--- src/rtl/psg_bus_master.sv ---
`default_nettype none
// ============================================================================
//  Module   : psg_bus_master
//  Purpose  : Bus initiator for the AY-3-8912 compatible PSG. Queues register
//             writes in a small FIFO, accepts single register reads, and
//             sequences bdir/bc1/d phases (ADDR, WDATA, RDATA, GAP) on ce.
//  Revision : 1.0 - initial release
// ============================================================================
module psg_bus_master #(
  parameter logic [3:0] ADDRMASK   = 4'b0000,
  parameter int         DEPTH_LOG2 = 3,
  parameter bit         ADDR_CACHE = 1'b1
) (
  input  logic       clock,
  input  logic       reset,
  input  logic       ce,
  input  logic       wr_valid,
  output logic       wr_ready,
  input  logic [3:0] wr_reg,
  input  logic [7:0] wr_data,
  input  logic       rd_valid,
  output logic       rd_ready,
  input  logic [3:0] rd_reg,
  output logic [7:0] rd_data,
  output logic       rd_done,
  output logic       bdir,
  output logic       bc1,
  output logic [7:0] d,
  input  logic [7:0] q,
  output logic       busy
);

  localparam int unsigned         c_DEPTH_INT = 1 << DEPTH_LOG2;
  localparam logic [DEPTH_LOG2:0] c_DEPTH     = {1'b1, {DEPTH_LOG2{1'b0}}};

  typedef enum logic [2:0] {
    S_IDLE  = 3'd0,
    S_ADDR  = 3'd1,
    S_WDATA = 3'd2,
    S_RDATA = 3'd3,
    S_GAP   = 3'd4
  } state_t;

  // FSM and bus
  state_t              r_state;
  state_t              w_state_next;
  logic                r_bdir;
  logic                r_bc1;
  logic [7:0]          r_d;
  logic [9:0]          w_bus_next;

  // operation in flight
  logic                r_op_read;
  logic [3:0]          r_op_reg;
  logic [7:0]          r_op_data;
  logic                w_load_op;
  logic                w_op_read_next;
  logic [3:0]          w_op_reg_next;
  logic [7:0]          w_op_data_next;

  // address cache
  logic                r_cache_valid;
  logic [3:0]          r_cache_reg;
  logic                w_cache_upd;
  logic                w_hit_head;
  logic                w_hit_rd;

  // write FIFO
  logic [11:0]         r_mem [0:c_DEPTH_INT-1];
  logic [DEPTH_LOG2-1:0] r_wr_ptr;
  logic [DEPTH_LOG2-1:0] r_rd_ptr;
  logic [DEPTH_LOG2:0] r_count;
  logic [DEPTH_LOG2:0] w_count_next;
  logic                r_wr_ready;
  logic                w_push;
  logic                w_pop;
  logic [11:0]         w_head;
  logic [3:0]          w_head_reg;
  logic [7:0]          w_head_data;

  // read path
  logic                r_rd_pending;
  logic [3:0]          r_rd_reg;
  logic [7:0]          r_rd_data;
  logic                r_rd_done;
  logic                w_rd_capture;

  assign w_push      = wr_valid && r_wr_ready;
  assign w_head      = r_mem[r_rd_ptr];
  assign w_head_reg  = w_head[11:8];
  assign w_head_data = w_head[7:0];

  // A hit means the PSG already holds this register address, so ADDR is skipped
  generate
    if (ADDR_CACHE) begin : g_cache
      assign w_hit_head = r_cache_valid && (w_head_reg == r_cache_reg);
      assign w_hit_rd   = r_cache_valid && (r_rd_reg == r_cache_reg);
    end else begin : g_no_cache
      assign w_hit_head = 1'b0;
      assign w_hit_rd   = 1'b0;
    end
  endgenerate

  // Next state, dispatch decisions and next bus phase encoding
  always_comb begin
    w_state_next   = r_state;
    w_pop          = 1'b0;
    w_load_op      = 1'b0;
    w_op_read_next = r_op_read;
    w_op_reg_next  = r_op_reg;
    w_op_data_next = r_op_data;
    w_cache_upd    = 1'b0;
    w_rd_capture   = 1'b0;
    w_bus_next     = 10'd0;

    if (ce) begin
      case (r_state)
        // GAP dispatches like IDLE so queued work costs no extra idle period
        S_IDLE, S_GAP: begin
          if (r_count != '0) begin
            w_pop          = 1'b1;
            w_load_op      = 1'b1;
            w_op_read_next = 1'b0;
            w_op_reg_next  = w_head_reg;
            w_op_data_next = w_head_data;
            w_state_next   = w_hit_head ? S_WDATA : S_ADDR;
          end else if (r_rd_pending) begin
            w_load_op      = 1'b1;
            w_op_read_next = 1'b1;
            w_op_reg_next  = r_rd_reg;
            w_op_data_next = 8'h00;
            w_state_next   = w_hit_rd ? S_RDATA : S_ADDR;
          end else begin
            w_state_next   = S_IDLE;
          end
        end
        S_ADDR: begin
          w_cache_upd  = 1'b1;
          w_state_next = r_op_read ? S_RDATA : S_WDATA;
        end
        S_WDATA: begin
          w_state_next = S_GAP;
        end
        S_RDATA: begin
          w_rd_capture = 1'b1;
          w_state_next = S_GAP;
        end
        default: begin
          w_state_next = S_IDLE;
        end
      endcase
    end

    case (w_state_next)
      S_ADDR:  w_bus_next = {2'b11, ADDRMASK, w_op_reg_next};
      S_WDATA: w_bus_next = {2'b10, w_op_data_next};
      S_RDATA: w_bus_next = {2'b01, 8'h00};
      default: w_bus_next = 10'd0;
    endcase
  end

  // FSM state and registered bus phase, advanced only on ce
  always_ff @(posedge clock or negedge reset) begin
    if (!reset) begin
      r_state <= S_IDLE;
      r_bdir  <= 1'b0;
      r_bc1   <= 1'b0;
      r_d     <= 8'h00;
    end else if (ce) begin
      r_state <= w_state_next;
      r_bdir  <= w_bus_next[9];
      r_bc1   <= w_bus_next[8];
      r_d     <= w_bus_next[7:0];
    end
  end

  // Capture the operation being issued so later phases do not depend on FIFO head
  always_ff @(posedge clock or negedge reset) begin
    if (!reset) begin
      r_op_read <= 1'b0;
      r_op_reg  <= 4'h0;
      r_op_data <= 8'h00;
    end else if (w_load_op) begin
      r_op_read <= w_op_read_next;
      r_op_reg  <= w_op_reg_next;
      r_op_data <= w_op_data_next;
    end
  end

  // Remember the register address last latched into the PSG
  always_ff @(posedge clock or negedge reset) begin
    if (!reset) begin
      r_cache_valid <= 1'b0;
      r_cache_reg   <= 4'h0;
    end else if (w_cache_upd) begin
      r_cache_valid <= 1'b1;
      r_cache_reg   <= r_op_reg;
    end
  end

  // FIFO occupancy after this clock's push and pop
  always_comb begin
    w_count_next = r_count;
    if (w_push && !w_pop) begin
      w_count_next = r_count + 1'b1;
    end else if (!w_push && w_pop) begin
      w_count_next = r_count - 1'b1;
    end
  end

  // FIFO pointers, count and registered not-full flag
  always_ff @(posedge clock or negedge reset) begin
    if (!reset) begin
      r_wr_ptr   <= '0;
      r_rd_ptr   <= '0;
      r_count    <= '0;
      r_wr_ready <= 1'b1;
    end else begin
      if (w_push) begin
        r_wr_ptr <= r_wr_ptr + 1'b1;
      end
      if (w_pop) begin
        r_rd_ptr <= r_rd_ptr + 1'b1;
      end
      r_count    <= w_count_next;
      r_wr_ready <= (w_count_next != c_DEPTH);
    end
  end

  // FIFO storage; contents are don't-care until pointed to by a valid count
  always_ff @(posedge clock) begin
    if (w_push) begin
      r_mem[r_wr_ptr] <= {wr_reg, wr_data};
    end
  end

  // Read request acceptance, completion pulse and returned data
  always_ff @(posedge clock or negedge reset) begin
    if (!reset) begin
      r_rd_pending <= 1'b0;
      r_rd_reg     <= 4'h0;
      r_rd_data    <= 8'h00;
      r_rd_done    <= 1'b0;
    end else begin
      r_rd_done <= w_rd_capture;
      if (w_rd_capture) begin
        r_rd_data    <= q;
        r_rd_pending <= 1'b0;
      end else if (rd_valid && !r_rd_pending) begin
        r_rd_pending <= 1'b1;
        r_rd_reg     <= rd_reg;
      end
    end
  end

  assign wr_ready = r_wr_ready;
  assign rd_ready = !r_rd_pending;
  assign rd_data  = r_rd_data;
  assign rd_done  = r_rd_done;
  assign bdir     = r_bdir;
  assign bc1      = r_bc1;
  assign d        = r_d;
  assign busy     = (r_state != S_IDLE) || (r_count != '0) || r_rd_pending;

endmodule
`default_nettype wire

--- config.mk ---
export PLATFORM = sky130hd
export DESIGN_NAME = psg_bus_master
export DESIGN_NICKNAME = d
export VERILOG_FILES = /design/src/rtl/psg_bus_master.sv
export SDC_FILE = /design/constraint.sdc
export NUM_CORES = 1
export LEC_CHECK = 0
export CORE_ASPECT_RATIO = 0.6
export CORE_MARGIN = 2
export CORE_UTILIZATION = 45
export DETAILED_ROUTE_END_ITERATION = 8
export GPL_TIMING_DRIVEN = 0
export SYNTH_ARGS = -nofsm -noshare
export SYNTH_HDL_FRONTEND = slang
export SYNTH_SLANG_ARGS = --single-unit
--- constraint.sdc ---
create_clock -name clock -period 3.2 [get_ports clock]
set_input_delay 0.96 -clock clock [delete_from_list [all_inputs] [get_ports clock]]
set_output_delay 0.96 -clock clock [all_outputs]
set_load 0.02 [all_outputs]
Word-level counts from Yosys, hierarchy flattened
Memories as Yosys holds them, arrays and structs flattened.
Cells that the tools add are included.
Widths: inputs -> output; s select.

storage, ports and cells
  latch bits = 0
  ROM bits = 0
  bits in writable memories = 96
  output and inout port bits = 22
  memories kept = 1
  word-level logic and storage cells = 88
  bits in registers = 56

memories
  name   depth  bits a word  read ports  clocked after Yosys merged registers in  write ports  RTL line  text
  r_mem  8      12           1           0                                        1            69        logic [11:0] r_mem [0:c_DEPTH_INT-1];

operators by class
  magnitude comparators = 0
  multiply operators = 0
  equality and inequality tests = 10
  mux-type cells = 35
  bitwise gates (word level) = 1
  reductions and logical operators = 20
  add/subtract/negate cells = 4
  shift-type cells = 0
  div/mod/pow operators = 0

operators with widths
  operator             count
  $mux 8               4
  $pmux 10 s3          1
  $mux 4               6
  $mux 1               18
  $eq 3x2->1 const B   4
  $pmux 3 s3           1
  $eq 4x4->1           2
  $mux 2               4
  $add 3x1->3 const B  2
  $eq 3x1->1 const B   2
  $logic_and 1x1->1    6
  $add 4x1->4 const B  1
  $ne 4x4->1 const B   1
  $reduce_and 4->1     1
  $reduce_bool 2->1    2
  $reduce_bool 4->1    1
  $reduce_or 2->1      2
  $sub 4x1->4 const B  1
  $eq 3x3->1 const B   1
  $logic_not 1->1      3
  $logic_not 3->1      1
  $mux 3               1
  $reduce_bool 3->1    1
  $logic_or 1x1->1     2
  other kinds (2)      2

Logic depth before layout (Yosys ltp)
Gate-level depths: netlist (run 1).

  depth after elaboration = 9
  gate-level depth with buffers = 11
  depth with buffers taken out = 9

Worst setup path before layout (run 1)
No wires, ideal clock.

  path type = in2reg
  from = input port wr_valid
  to = memory r_mem[2][0] (enable)
  data required time = 2.783 ns
  path buffers = 0
  stages = 2
  path slack = 0.215 ns
  setup time = 0.417 ns
  arrival time = 2.568 ns
  path through = nand2_1 -> nor4b_1

on the way
  longest elaborated chain between the ends = 3

RTL lines
  element                       RTL line  text
  start: declaration            17        input logic wr_valid,
  $logic_and 1x1->1             88        assign w_push = wr_valid && r_wr_ready;
  $mux 1                        232       if (w_push) begin
  $mux 1 (not written as such)  233       r_mem[r_wr_ptr] <= {wr_reg, wr_data};
  end: declaration              69

No other way between the ends.

Worst setup path in the final report (run 1)
  from = input port ce
  to = register r_d[2] (netlist: d[2])

on the way
  longest elaborated chain between the ends = 3
  elaborated cells between the ends (all ways) = 7
  those cells by class = 3 x eq/ne; 4 x mux

RTL lines
  element                                   RTL line  text
  start: declaration                        16        input logic ce,
  $mux 3                                    116       if (ce) begin
  $eq 3x2->1 or $eq 3x1->1 (tied branches)  154       case (w_state_next)
  $pmux 10 s3                               154
  end signal: assignment                    173       r_d <= w_bus_next[7:0];
  end: declaration                          49        logic [7:0] r_d;

Several ways; a longest one is shown, not always the timed one.
A chain may end at the register's enable or synchronous reset.

==> results_dict.tcl, run 1 <==
set metrics [dict create \
    status "finished, final reports clean" \
    ys_types 45 \
    dieWidth_microns 156 \
    nets 511 \
    vias_per_cell 5.36 \
    clk_path_buf_depth 2 \
    yosys_warnings 0 \
    crit_required_ps 3540 \
    cts_buffers 17 \
    synth_edf_count 96 \
    hold_viol_final 0 \
    worstPathCellList "clkdlybuf4s50_1 > nand2b_4 > buf_6 > nor2_1 > nand2_1 > clkbuf_1 > o21ai_0 > a32oi_1 > o21ai_0" \
    post_synth.cell_area_avg_sq_um 15.6 \
    vdd_drop_max_mv 0.433 \
    overflow 0 \
    pwr-share-seq 0.395 \
    final_util 0.567 \
    syn_inst 397 \
    cp_slowest_cell "o21ai_0" \
    p_int_uw 4930 \
    initial_core_util 0.458 \
    p_leak_uw 0.00288 \
    synth_seq_cells 152 \
    dp_hpwl_microns 8910 \
    max_stage_delay_ps 650 \
    grt_first_pass_wirelength_microns 19700 \
    synthArstFlopShare 0.368 \
    p_per_area_mw_per_mm2 955 \
    wl_per_cell_microns 19.1 \
    period_share 0.945 \
    clock-root-buffer "clkbuf_16" \
    switching_share 0.328 \
    syn-cell-area_sq_mm 0.00620 \
    drc 0 \
    drtIter0Drc 252 \
    ys.flop_type "edfxtp_1" \
    die_area_sq_mm 0.0148 \
    maxCapViolations 0 \
    synth_nets 430 \
    clk-insertion-delay-late_ps 420 \
    io_buffers 50 \
    placed_area_sq_mm 0.00707 \
    final_area_sq_mm 0.00767 \
    arrival_ps 3370 \
    rsz0062_at_grt "no" \
    finalMaxSlewViolations 0 \
    stdcell_count 666 \
    path_class "primary input to flop" \
    fin_skew_ps 13.9 \
    antenna_left 0 \
    path_clk_slew_ps 70 \
    drive_gt1_frac 0.200 \
    largest_register_ffs 96 \
    antenna_found_initial 0 \
    vias 3567 \
    fin_crit_ps 3020 \
    first_pass_iters 4 \
    share_comb_of_total_power 0.338 \
    ios 51 \
    cts_max_level 4 \
    p_total_uw 7330 \
    gp_congestion 0.841 \
    tightest_slew_ps 876 \
    drt-total-wl_microns 12700 \
    antennaDiodeCount 0 \
    core_sq_mm 0.0135 \
    syn_to_final_growth_pct 23.7 \
    relSlewSlack 0.415 \
    grt_max_degree 41 \
    fmax_ghz 0.331 \
    std_cell_rows 33 \
    hold_path.class "primary input to asynchronous set/reset pin" \
    seq_area_frac_synth 0.691 \
    grt_pass1_vias 3545 \
    cts_tree "done" \
    end_kind "flop" \
    place_inst 633 \
    nFillCells 1066 \
    clock_power_share 0.267 \
    p_switching_uw 2400 \
    die_h_microns 94.9 \
    top_register "r_mem" \
    numClockSinks 152 \
    grtUsageTotal 0.185 \
    crit_path_max_fanout 10 \
    cp_common_cell "o21ai_0" \
    setup_viol_count_final 0 \
    fin_setup_tns_ps 0 \
    worstSetupStartpointType "primary input" \
]
power by group through the flow:
| stage | clock (uW) | sequential [uW] | combinational [uW] |
|---|---|---|---|
| after global routing | 2080 | 2950 | 2710 |
| after global placement | 0 | 2900 | 2380 |
| final | 1960 | 2890 | 2480 |
| after floorplan | 0 | 2970 | 1540 |
| after detailed placement | 0 | 2920 | 2470 |
| after CTS | 1990 | 2890 | 2490 |
per-layer routing:
layer,GRT usage,share of wire
met4,0.0642,0.013
met1,0.284,0.50
met3,0.0477,0.059
met2,0.255,0.42
met5,0,0
worst max-delay path: cells and delay by family:
| family | cells | cell delay (ps) |
|---|---|---|
| buf+inv | 3 | 1020 |
| compound gates | 3 | 940 |
| simple gates | 3 | 440 |
cell type report:
cell class,instances,area (sq um),area share
plain buffers,17,110,0.0143
repair buffers,62,613,0.0799
clock inverters,9,87.6,0.0114
clock buffers,23,505,0.0659
flip-flops and latches,152,4290,0.558
inverters,11,41.3,0.00538
well taps,175,219,0.0285
multi-input cells,217,1810,0.236
cells by family (layout without fill, tap and decap cells):
| kind of cell | count (synthesis) | in the layout | synth area share |
|---|---|---|---|
| flops | 152 | 152 | 0.691 |
| simple gates | 101 | 101 | 0.0809 |
| mux | 52 | 52 | 0.124 |
| compound gates | 44 | 44 | 0.0490 |
| buf+inv | 28 | 122 | 0.0244 |
| xor+xnor | 16 | 16 | 0.0226 |
| fa+ha+maj | 4 | 4 | 0.00807 |
final timing paths:
path	from	end	slack [ps]	cells past startpoint
worst max-delay path	ce	d[2]$_DFFE_PN0P_	180	9
min in group clock	rd_data[5]$_DFFE_PN0P_	rd_data[5]$_DFFE_PN0P_	480	2
worst min register to register	rd_data[5]$_DFFE_PN0P_	rd_data[5]$_DFFE_PN0P_	480	2
max in group asynchronous	reset	wr_ready$_DFF_PN1_	2100	2
worst max register to register	r_count[0]$_DFF_PN0_	wr_ready$_DFF_PN1_	540	10
worst min-delay path	reset	bdir$_DFFE_PN0P_	470	1
metrics by stage:
step / hold slack [ps] / setup slack, ps
floorplan: 455 / 215
global placement: 459 / -1670
detailed placement: 466 / -208
CTS: 481 / 71.0
global route: 493 / 68.4
finish: 473 / 177
cells in the mapped netlist (2+ instances only):
cell type  number  area (sq um)
edfxtp_1       96          2880
dfrtp_1        55          1380
nand2_1        53           199
mux2i_1        24           240
mux4_2         19           428
o21ai_0        17          85.1
nor2_1         11          41.3
inv_1          10          37.5
xnor2_1        10          87.6
mux2_2          9           101
nand3_1         8          40.0
clkbuf_1        7          26.3
a32oi_1         6          52.6
xor2_1          6          52.6
buf_6           5          56.3
nor3_1          5          25.0
buf_2           4          20.0
ha_1            4          50.1
nor4_1          4          25.0
o2bb2ai_1       4          35.0
a21oi_1         3          15.0
a221o_1         3          30.0
nand3b_1        3          22.5
nor3b_1         3          22.5
o21a_1          3          22.5
a22oi_1         2          15.0
and3_1          2          12.5
nand4_1         2          12.5
nor4b_1         2          17.5
o211ai_1        2          15.0
cells in the final DEF (no fill, tap or decap), types with 6 or more instances in the layout:
cell             count
mux2i_1             24
clkdlybuf4s50_1     49
clkbuf_1             7
dfrtp_1             55
o21ai_0             17
buf_4                8
buf_6                9
clkbuf_16           19
nand3_1              8
edfxtp_1            96
a32oi_1              6
xor2_1               6
nand2_1             53
xnor2_1             10
mux4_2              19
mux2_2               9
nor2_1              10
inv_1               10
timing repair:
| action | in CTS | in global routing |
|---|---|---|
| hold buffers | 0 | 0 |
| resized for setup | 1 | 0 |
| buffers inserted | 0 | 1 |
| endpoints found under the setup margin | 1 | 1 |
(Power assumes the default switching activity.)
==> inputs of run 2 (changes only) <==
SLEW_MARGIN = 5   (was not set)
==> results_dict.tcl, run 2 (synthesized netlist as in run 1, its figures left out) <==
set metrics [dict create \
    status "finished, final reports clean" \
    largest_register_ffs 96 \
    wl_per_cell_microns 19.2 \
    finalMaxSlewViolations 0 \
    io_buffers 50 \
    final_common_cell "edfxtp_1" \
    p_int_uw 4950 \
    multi_input_area_sq_mm 0.00181 \
    cts_buffers 17 \
    path_clk_slew_ps 60 \
    numClockSinks 152 \
    nets 511 \
    final_util 0.566 \
    grtUsageTotal 0.186 \
    p_switching_uw 2410 \
    worstSetupStartpoint "ce" \
    drc 0 \
    relSlewSlack 0.408 \
    overflow 0 \
    vias_per_cell 5.39 \
    clk-insertion-delay-late_ps 410 \
    cp_common_cell "nor2_1" \
    rsz0062_at_grt "no" \
    die_area_sq_mm 0.0148 \
    critPathBufInv 3 \
    setup_viol_count_final 0 \
    grt_first_pass_wirelength_microns 19900 \
    grt_max_degree 39 \
    fmax_ghz 0.327 \
    hold_viol_final 0 \
    cp_top_family "buffers and inverters" \
    die_h_microns 94.9 \
    top_register "r_mem" \
    antenna_found_initial 0 \
    min-delay-start "rd_data[1]$_DFFE_PN0P_" \
    vdd_drop_max_mv 0.453 \
    clock_power_share 0.269 \
    p_leak_uw 0.00288 \
    pwr-share-seq 0.394 \
    seqCellArea_sq_mm 0.00429 \
    path_class "primary input to flop" \
    clk_path_buf_depth 2 \
    antennaDiodeCount 0 \
    fin_skew_ps 11.5 \
    reg2reg_from "r_count[0]$_DFF_PN0_" \
    switching_share 0.327 \
    nFillCells 1059 \
    vias 3593 \
    period_share 0.956 \
    cp_slowest_cell "clkdlybuf4s50_1" \
    fin_crit_ps 3060 \
    end_kind "flop" \
    drtIter0Drc 259 \
    drt-total-wl_microns 12800 \
    drive_gt1_frac 0.198 \
    worstSetupStartpointType "primary input" \
    p_per_area_mw_per_mm2 959 \
    crit_required_ps 3530 \
    core_sq_mm 0.0135 \
    tightest_slew_ps 885 \
    dieWidth_microns 156 \
    clock-root-buffer "clkbuf_16" \
    share_comb_of_total_power 0.337 \
    final_cell_mix "edfxtp_1 (96), dfrtp_1 (55), nand2_1 (53), clkdlybuf4s50_1 (49), mux2i_1 (24)" \
    ios 51 \
    hold_path.class "flop to flop" \
    antenna_left 0 \
    post-place-ws_ps -229 \
    cts_max_level 4 \
    worstPathCellList "clkdlybuf4s50_1 > nand2b_4 > buf_6 > nor2_1 > o21ai_0 > clkbuf_1 > nor2_1 > o211ai_1 > o2111ai_1" \
    max_stage_delay_ps 630 \
    fin_setup_tns_ps 0 \
    grt_pass1_vias 3561 \
    initial_core_util 0.458 \
    maxCapViolations 0 \
    layout_setup_ws_ps 140 \
    crit_path_max_fanout 10 \
    syn_to_final_growth_pct 23.7 \
    cts_tree "done" \
    arrival_ps 3390 \
    gp_congestion 0.841 \
    first_pass_iters 4 \
    dp_hpwl_microns 9030 \
    std_cell_rows 33 \
]
## run 2: cell count changes in the layout (fill, tap and decap cells not counted), sizes merged
cell    before  now
inv         12   13
clkinv       7    5
clkbuf      30   31
## run 2: final timing paths
check                      cells past startpoint  slack, ps                endpoint
max                                            9        140        d[3]$_DFFE_PN0P_
min                                            2        480  rd_data[1]$_DFFE_PN0P_
max reg2reg                                   10        500      wr_ready$_DFF_PN1_
min reg2reg                                    2        480  rd_data[1]$_DFFE_PN0P_
max in group asynchronous                      2       2060      wr_ready$_DFF_PN1_
min in group asynchronous                      1        500        d[7]$_DFFE_PN0P_
## run 2: per-layer routing
layer  share of wire  global-route usage
met5               0                   0
met1            0.53               0.285
met4          0.0075              0.0612
met2            0.43               0.263
met3           0.033              0.0422
## run 2: per-stage QoR
step	hold slack, ps	cell area (sq um)	instances	power (uW)
after floorplan	455	6200	397	4510
after global placement	459	6920	622	5280
after detailed placement	469	7050	633	5400
after CTS	482	7660	665	7400
after global routing	502	7670	666	7780
final	477	7670	666	7360
## run 2: final cells by class
type | count | area share
Buffer | 17 | 0.0144
Clock buffer | 24 | 0.0680
Clock inverter | 8 | 0.0108
Inverter | 11 | 0.00538
Multi-Input combinational cell | 217 | 0.236
Sequential cell | 152 | 0.559
Tap cell | 175 | 0.0285
Timing Repair Buffer | 62 | 0.0780
## run 2: worst reg2reg max path: cells and delay by family (launching register included)
| family | cells | cell delay (ps) |
|---|---|---|
| XOR/XNOR | 1 | 260 |
| buffers and inverters | 2 | 250 |
| flip-flops | 1 | 390 |
| adder cells (fa/ha/maj) | 1 | 240 |
| AND/OR/NAND/NOR | 5 | 1380 |
| AO/OA/AOI/OAI | 1 | 90 |
## run 2: timing repair
item                                    CTS  global route
hold buffers                              0             0
gates resized for setup                   1             0
endpoints found under the hold margin     0             0
endpoints found under the setup margin    1             1
setup buffers                             0             1
## run 2: power by group through the flow
| stage | Sequential [uW] | Clock, uW | Combinational (uW) |
|---|---|---|---|
| 2_1_floorplan | 2970 | 0 | 1540 |
| 3_3_place_gp | 2900 | 0 | 2380 |
| 3_5_place_dp | 2920 | 0 | 2470 |
| 4_1_cts | 2900 | 2020 | 2490 |
| 5_1_grt | 2960 | 2110 | 2710 |
| 6_report | 2900 | 1980 | 2480 |
